==> src/rtl/i2s_transmitter.sv <==
// I2S transmitter: takes one 16-bit sample per frame over valid/ready and
// plays it on both channel slots, flagging an underrun when no sample is waiting.
module i2s_transmitter #(
  parameter int size      = 16,
  parameter int SLOT_BITS = 32,
  parameter int BCLK_DIV  = 4
) (
  input  logic            clk,
  input  logic            rst,
  input  logic            valid,
  input  logic [size-1:0] data,
  output logic            ready,
  output logic            bclk,
  output logic            lrclk,
  output logic            sdata,
  output logic            underrun
);

  localparam int DIV_W = (BCLK_DIV > 1) ? $clog2(BCLK_DIV) : 1;
  localparam int BIT_W = $clog2(2 * SLOT_BITS);
  localparam int IDX_W = (size > 1) ? $clog2(size) : 1;

  logic [DIV_W-1:0]       r_div_cnt;
  logic [BIT_W-1:0]       r_bit_cnt;
  logic                   r_bclk;
  logic                   r_lrclk;
  logic                   r_sdata;
  logic                   r_underrun;
  logic                   r_ready;
  logic                   r_pending_full;
  logic signed [size-1:0] r_pending;
  logic signed [size-1:0] r_frame;

  logic                   w_wrap;
  logic                   w_fe;
  logic                   w_load;
  logic                   w_accept;
  logic [BIT_W-1:0]       w_bit_next;
  logic [BIT_W-1:0]       w_slot_pos;
  logic                   w_in_word;
  logic [IDX_W-1:0]       w_frame_idx;
  logic                   w_sdata_next;

  assign w_wrap     = (r_div_cnt == DIV_W'(BCLK_DIV - 1));
  assign w_fe       = w_wrap && r_bclk;
  assign w_load     = w_fe && (r_bit_cnt == BIT_W'(2 * SLOT_BITS - 1));
  assign w_accept   = valid && r_ready;
  assign w_bit_next = (r_bit_cnt == BIT_W'(2 * SLOT_BITS - 1)) ? '0 : r_bit_cnt + 1'b1;

  // Output bit for the new bit count: one BCLK of delay after the slot edge, MSB first.
  assign w_slot_pos   = (w_bit_next >= BIT_W'(SLOT_BITS)) ? w_bit_next - BIT_W'(SLOT_BITS)
                                                           : w_bit_next;
  assign w_in_word    = (w_slot_pos != '0) && (w_slot_pos <= BIT_W'(size));
  assign w_frame_idx  = IDX_W'(BIT_W'(size) - w_slot_pos);
  assign w_sdata_next = w_in_word && r_frame[w_frame_idx];

  always_ff @(posedge clk) begin
    if (!rst) begin
      r_div_cnt      <= '0;
      r_bit_cnt      <= '0;
      r_bclk         <= 1'b0;
      r_lrclk        <= 1'b0;
      r_sdata        <= 1'b0;
      r_underrun     <= 1'b0;
      r_ready        <= 1'b0;
      r_pending_full <= 1'b0;
      r_frame        <= '0;
    end else begin
      r_underrun <= 1'b0;
      if (w_wrap) begin
        r_div_cnt <= '0;
        r_bclk    <= ~r_bclk;
      end else begin
        r_div_cnt <= r_div_cnt + 1'b1;
      end

      if (w_fe) begin
        r_bit_cnt <= w_bit_next;
        r_lrclk   <= (w_bit_next >= BIT_W'(SLOT_BITS));
        r_sdata   <= w_sdata_next;
        if (w_load) begin
          if (r_pending_full) begin
            r_frame <= r_pending;
          end else begin
            r_frame    <= '0;
            r_underrun <= 1'b1;
          end
        end
      end

      // The load reads the buffer state before this edge, so an accept on the load clk never bypasses.
      if (w_accept) begin
        r_pending      <= data;
        r_pending_full <= 1'b1;
      end else if (w_load && r_pending_full) begin
        r_pending_full <= 1'b0;
      end
      r_ready <= !(w_accept || (r_pending_full && !w_load));
    end
  end

  assign ready    = r_ready;
  assign bclk     = r_bclk;
  assign lrclk    = r_lrclk;
  assign sdata    = r_sdata;
  assign underrun = r_underrun;

endmodule

==> config.mk <==
export PLATFORM = sky130hd
export DESIGN_NAME = i2s_transmitter
export DESIGN_NICKNAME = d
export VERILOG_FILES = /design/src/rtl/i2s_transmitter.sv
export SDC_FILE = /design/constraint.sdc
export NUM_CORES = 1
export LEC_CHECK = 0
export ABC_AREA = 1
export ABC_CLOCK_PERIOD_IN_PS = 3800
export BUFFER_PORTS_ARGS = -buffer_cell sky130_fd_sc_hd__buf_2
export CORE_ASPECT_RATIO = 1.1
export CORE_MARGIN = 4
export CORE_UTILIZATION = 45
export DETAILED_ROUTE_END_ITERATION = 6
export SYNTH_ARGS = -nofsm -noshare
export SYNTH_HDL_FRONTEND = slang
export SYNTH_SLANG_ARGS = --single-unit
==> constraint.sdc <==
create_clock -name clk -period 3.8 [get_ports clk]
set_input_delay 0.19 -clock clk [delete_from_list [all_inputs] [get_ports clk]]
set_output_delay 0.19 -clock clk [all_outputs]
set_load 0.05 [all_outputs]
==> metrics.txt <==
# TYPE chip_impl_metric gauge
chip_impl_info{name="status",value="complete, no violations"} 1
chip_impl_metric{name="grtUsageTotal",unit=""} 0.136
chip_impl_metric{name="core.rowCount",unit=""} 25
chip_impl_metric{name="detail_route.wl_per_cell",unit="µm"} 12.2
chip_impl_metric{name="netlist.area_leader.share",unit=""} 0.299
chip_impl_metric{name="number_of_synthesized_register_bits",unit=""} 46
chip_impl_metric{name="timing.critical_path.required",unit="ns"} 4.03
chip_impl_metric{name="grt_pass1_vias",unit=""} 1398
chip_impl_metric{name="die_h",unit="µm"} 78.1
chip_impl_metric{name="drive_above_1_share",unit=""} 0.246
chip_impl_metric{name="core_region_area",unit="mm²"} 0.00432
chip_impl_metric{name="ff2ff_setup_slack",unit="ns"} 1.96
chip_impl_metric{name="final.period_utilization",unit=""} 0.486
chip_impl_metric{name="first_pass_grt_wire_length",unit="µm"} 6020
chip_impl_info{name="post-synth-top-area-cell",value="sky130_fd_sc_hd__dfxtp_1"} 1
chip_impl_metric{name="clock-skew-final",unit="ns"} 0.00658
chip_impl_metric{name="clkPwrFrac",unit=""} 0.386
chip_impl_metric{name="synth_edf_count",unit=""} 16
chip_impl_metric{name="io_buffers",unit=""} 23
chip_impl_metric{name="antenna_found_initial",unit=""} 0
chip_impl_metric{name="combinationalPowerShare",unit=""} 0.040
chip_impl_info{name="hold_path.class",value="in2reg"} 1
chip_impl_metric{name="post_cts.resized_instances",unit=""} 0
chip_impl_metric{name="synthesis.area_per_instance",unit="µm²"} 9.66
chip_impl_metric{name="slew_viol_final",unit=""} 0
chip_impl_metric{name="vdd_drop_max",unit="mV"} 0.225
chip_impl_metric{name="total_die_area",unit="mm²"} 0.00560
chip_impl_metric{name="initial_core_util",unit=""} 0.466
chip_impl_metric{name="final_net_count",unit=""} 252
chip_impl_info{name="timing.critical_path.to_type",value="flip-flop"} 1
chip_impl_info{name="synthFlopType",value="sky130_fd_sc_hd__dfxtp_1"} 1
chip_impl_metric{name="period_needed",unit="ns"} 1.84
chip_impl_metric{name="asyncSetResetFlopFracSynth",unit=""} 0
chip_impl_metric{name="critPathMaxFanout",unit=""} 17
chip_impl_metric{name="worstSetupPathDepth",unit=""} 9
chip_impl_metric{name="setup_ws",unit="ns"} 1.96
chip_impl_metric{name="final_core_utilization",unit=""} 0.521
chip_impl_metric{name="drtAntennaViolNets",unit=""} 0
chip_impl_metric{name="sequential_cell_area_fraction_in_the_yosys_report",unit=""} 0.538
chip_impl_metric{name="cts.clk_slew.worst_paths",unit="ns"} 0.08
chip_impl_metric{name="cts_buffers",unit=""} 5
chip_impl_metric{name="max_fclk",unit="MHz"} 542
chip_impl_metric{name="detail_route.iter0.violations",unit=""} 93
chip_impl_metric{name="routabilityCongestion",unit=""} 0.831
chip_impl_info{name="critPathKind",value="reg2reg"} 1
chip_impl_info{name="yosys.cell_count.top_type",value="sky130_fd_sc_hd__nand2_1"} 1
chip_impl_metric{name="dp.final_hpwl",unit="µm"} 2520
chip_impl_info{name="post_synth_most_frequent_cells",value="sky130_fd_sc_hd__nand2_1 (39), sky130_fd_sc_hd__dfxtp_1 (30), sky130_fd_sc_hd__a21oi_1 (17)"} 1
chip_impl_metric{name="cellLeakagePower",unit="nW"} 0.848
chip_impl_metric{name="post-place-cells",unit=""} 278
chip_impl_info{name="crit_path_cell_trace",value="ha_1 -> nand2_2 -> nor2_4 -> nand2_4 -> nor2_8 -> inv_2 -> nand2_1 -> nand2_1 -> nor2_1"} 1
chip_impl_metric{name="power_report.internal_total",unit="mW"} 0.730
chip_impl_metric{name="slew_at_the_pin_closest_to_its_max_slew_limit",unit="ns"} 1.19
chip_impl_metric{name="final_number_of_setup_violating_endpoints",unit=""} 0
chip_impl_metric{name="slew_headroom",unit=""} 0.201
chip_impl_metric{name="layout.filler_cells",unit=""} 424
chip_impl_metric{name="mappedNetlistNets",unit=""} 229
chip_impl_metric{name="die_w",unit="µm"} 71.7
chip_impl_info{name="crit_path_frequent_cell",value="sky130_fd_sc_hd__nand2_1"} 1
chip_impl_metric{name="r2r_cells",unit=""} 9
chip_impl_metric{name="post_layout_nonfiller_instances",unit=""} 286
chip_impl_metric{name="synthCells",unit=""} 208
chip_impl_metric{name="antenna_cells",unit=""} 0
chip_impl_metric{name="cts_buffer_depth",unit=""} 2
chip_impl_metric{name="detail_route.wirelength",unit="µm"} 3500
chip_impl_metric{name="mappedNetlistArea",unit="mm²"} 0.00201
chip_impl_metric{name="power.sequential.fraction",unit=""} 0.574
chip_impl_metric{name="grt_max_degree",unit=""} 23
chip_impl_metric{name="timing.final.hold_violations",unit=""} 0
chip_impl_info{name="slowest_stage",value="sky130_fd_sc_hd__dfxtp_1"} 1
chip_impl_metric{name="htree_num_levels",unit=""} 2
chip_impl_info{name="post_synth_main_area_contributors",value="sky130_fd_sc_hd__dfxtp_1 (30%), sky130_fd_sc_hd__edfxtp_1 (24%), sky130_fd_sc_hd__nand2_1 (7.3%)"} 1
chip_impl_metric{name="power.density",unit="mW/mm²"} 410
chip_impl_metric{name="top_ports",unit=""} 24
chip_impl_metric{name="clk-insertion-delay-late",unit="ns"} 0.29
chip_impl_metric{name="synth_warnings",unit=""} 0
chip_impl_metric{name="switching_power_of_the_nets",unit="mW"} 0.191
chip_impl_metric{name="detailroute.via_count",unit=""} 1418
chip_impl_info{name="critical_path_s_top_delay_family",value="simple AND/OR/NAND/NOR gates"} 1
chip_impl_info{name="root_buffer",value="sky130_fd_sc_hd__clkbuf_8"} 1
chip_impl_metric{name="cp.buffers_inverters",unit=""} 1
chip_impl_metric{name="drc",unit=""} 0
chip_impl_metric{name="finalSetupTns",unit="ns"} 0
chip_impl_metric{name="post_drt_via_cell_ratio",unit=""} 4.96
chip_impl_info{name="cts_tree",value="built"} 1
chip_impl_metric{name="power.total",unit="mW"} 0.921
chip_impl_metric{name="power_switching_share",unit=""} 0.208
chip_impl_metric{name="worstPathArrival",unit="ns"} 2.07
chip_impl_metric{name="tritoncts_num_sinks",unit=""} 46
chip_impl_metric{name="detail_route.first_pass.iterations",unit=""} 4
chip_impl_info{name="critical_path.startpoint_type",value="flip-flop"} 1
chip_impl_info{name="rsz_0062_raised_after_global_routing",value="no"} 1
chip_impl_metric{name="cap_violations",unit=""} 0
chip_impl_metric{name="hold_path_depth",unit=""} 1
chip_impl_metric{name="post_cts_setup_repair_bufs",unit=""} 0
chip_impl_metric{name="final-seq-area",unit="mm²"} 0.00108
chip_impl_metric{name="largest_stage_delay_worst_path",unit="ns"} 0.41
chip_impl_metric{name="dp_slack",unit="ns"} 1.92
chip_impl_metric{name="area_growth",unit="%"} 11.8
chip_impl_metric{name="global_route.overflow_total",unit=""} 0
chip_impl_metric{name="multi_input_area",unit="µm²"} 802
chip_impl_metric{name="cts_hold_buffers",unit=""} 0
chip_impl_metric{name="count_of_different_cell_masters_after_synthesis",unit=""} 35
[cell type report]
| type | instances | share of cell area |
|---|---|---|
| Sequential cell | 46 | 0.481 |
| Inverter | 17 | 0.0284 |
| Clock inverter | 2 | 0.0167 |
| Tap cell | 54 | 0.0301 |
| Timing Repair Buffer | 24 | 0.0546 |
| Multi-Input combinational cell | 137 | 0.357 |
| Clock buffer | 6 | 0.0323 |
[power groups by stage]
stage	Combinational [mW]	Clock (mW)	Sequential (mW)
after detailed placement	0.0375	0	0.540
after floorplan	0.0210	0	0.541
final	0.0371	0.355	0.529
after global placement	0.0366	0	0.540
after CTS	0.0375	0.365	0.529
after global routing	0.0418	0.388	0.530
[cells by family (layout without fill, tap and decap cells)]
| group | after synthesis | count (layout) | synth area share |
|---|---|---|---|
| buffers and inverters | 25 | 49 | 0.0629 |
| AOI/OAI and AO/OA | 31 | 31 | 0.0903 |
| DFF | 46 | 46 | 0.538 |
| and+or+nand+nor | 101 | 101 | 0.283 |
| adders and majority gates | 2 | 2 | 0.0125 |
| xor gates and xnor gates | 3 | 3 | 0.0131 |
[final timing paths]
kind                             startpoint                 endpoint
setup / recovery  r_bit_cnt[0]$_SDFFE_PN0P_         ready$_SDFF_PN0_
hold / removal                     data[15]  r_pending[15]$_DFFE_PP_
setup reg to reg  r_bit_cnt[0]$_SDFFE_PN0P_         ready$_SDFF_PN0_
hold reg to reg     r_div_cnt[0]$_SDFF_PP0_  r_div_cnt[0]$_SDFF_PP0_
[layer usage]
layer | part of all wire | GRT usage
met1 | 0.48 | 0.164
met2 | 0.47 | 0.233
met3 | 0.037 | 0.0307
met4 | 0.012 | 0.0526
met5 | 0 | 0
[worst reg2reg max path: stages, from the launching register on]
cell,delay [ns]
sky130_fd_sc_hd__dfxtp_1,0.41
sky130_fd_sc_hd__ha_1,0.29
sky130_fd_sc_hd__nand2_2,0.09
sky130_fd_sc_hd__nor2_4,0.11
sky130_fd_sc_hd__nand2_4,0.11
sky130_fd_sc_hd__nor2_8,0.28
sky130_fd_sc_hd__inv_2,0.21
sky130_fd_sc_hd__nand2_1,0.12
sky130_fd_sc_hd__nand2_1,0.06
sky130_fd_sc_hd__nor2_1,0.08
[state kept, by name, summed over array words and instances (netlist names)]
name / count
r_div_cnt: 2
r_frame: 16
r_pending_full: 1
ready: 1
r_pending: 16
underrun: 1
lrclk: 1
r_bit_cnt: 6
sdata: 1
bclk: 1
[stage by stage]
step                hold WS [ns]  area (µm²)
global placement           0.366        2140
detailed placement         0.368        2140
floorplan                  0.289        2010
global route              0.0551        2250
CTS                       0.0610        2250
finish                    0.0722        2250
[layout by cell type (no fill, tap or decap), types with 3 or more instances in the layout]
cell type	netlist	final
sky130_fd_sc_hd__a21oi_1	17	17
sky130_fd_sc_hd__buf_2	2	23
sky130_fd_sc_hd__clkbuf_8	0	5
sky130_fd_sc_hd__dfxtp_1	30	30
sky130_fd_sc_hd__edfxtp_1	16	16
sky130_fd_sc_hd__inv_1	14	14
sky130_fd_sc_hd__nand2_1	39	39
sky130_fd_sc_hd__nand2_2	5	5
sky130_fd_sc_hd__nand3_1	13	13
sky130_fd_sc_hd__nand3_2	14	14
sky130_fd_sc_hd__nand4_1	4	4
sky130_fd_sc_hd__nor2_1	15	15
sky130_fd_sc_hd__o21ai_0	5	5
sky130_fd_sc_hd__o22ai_1	3	3
Note: power is estimated with default switching activity, not from simulation.
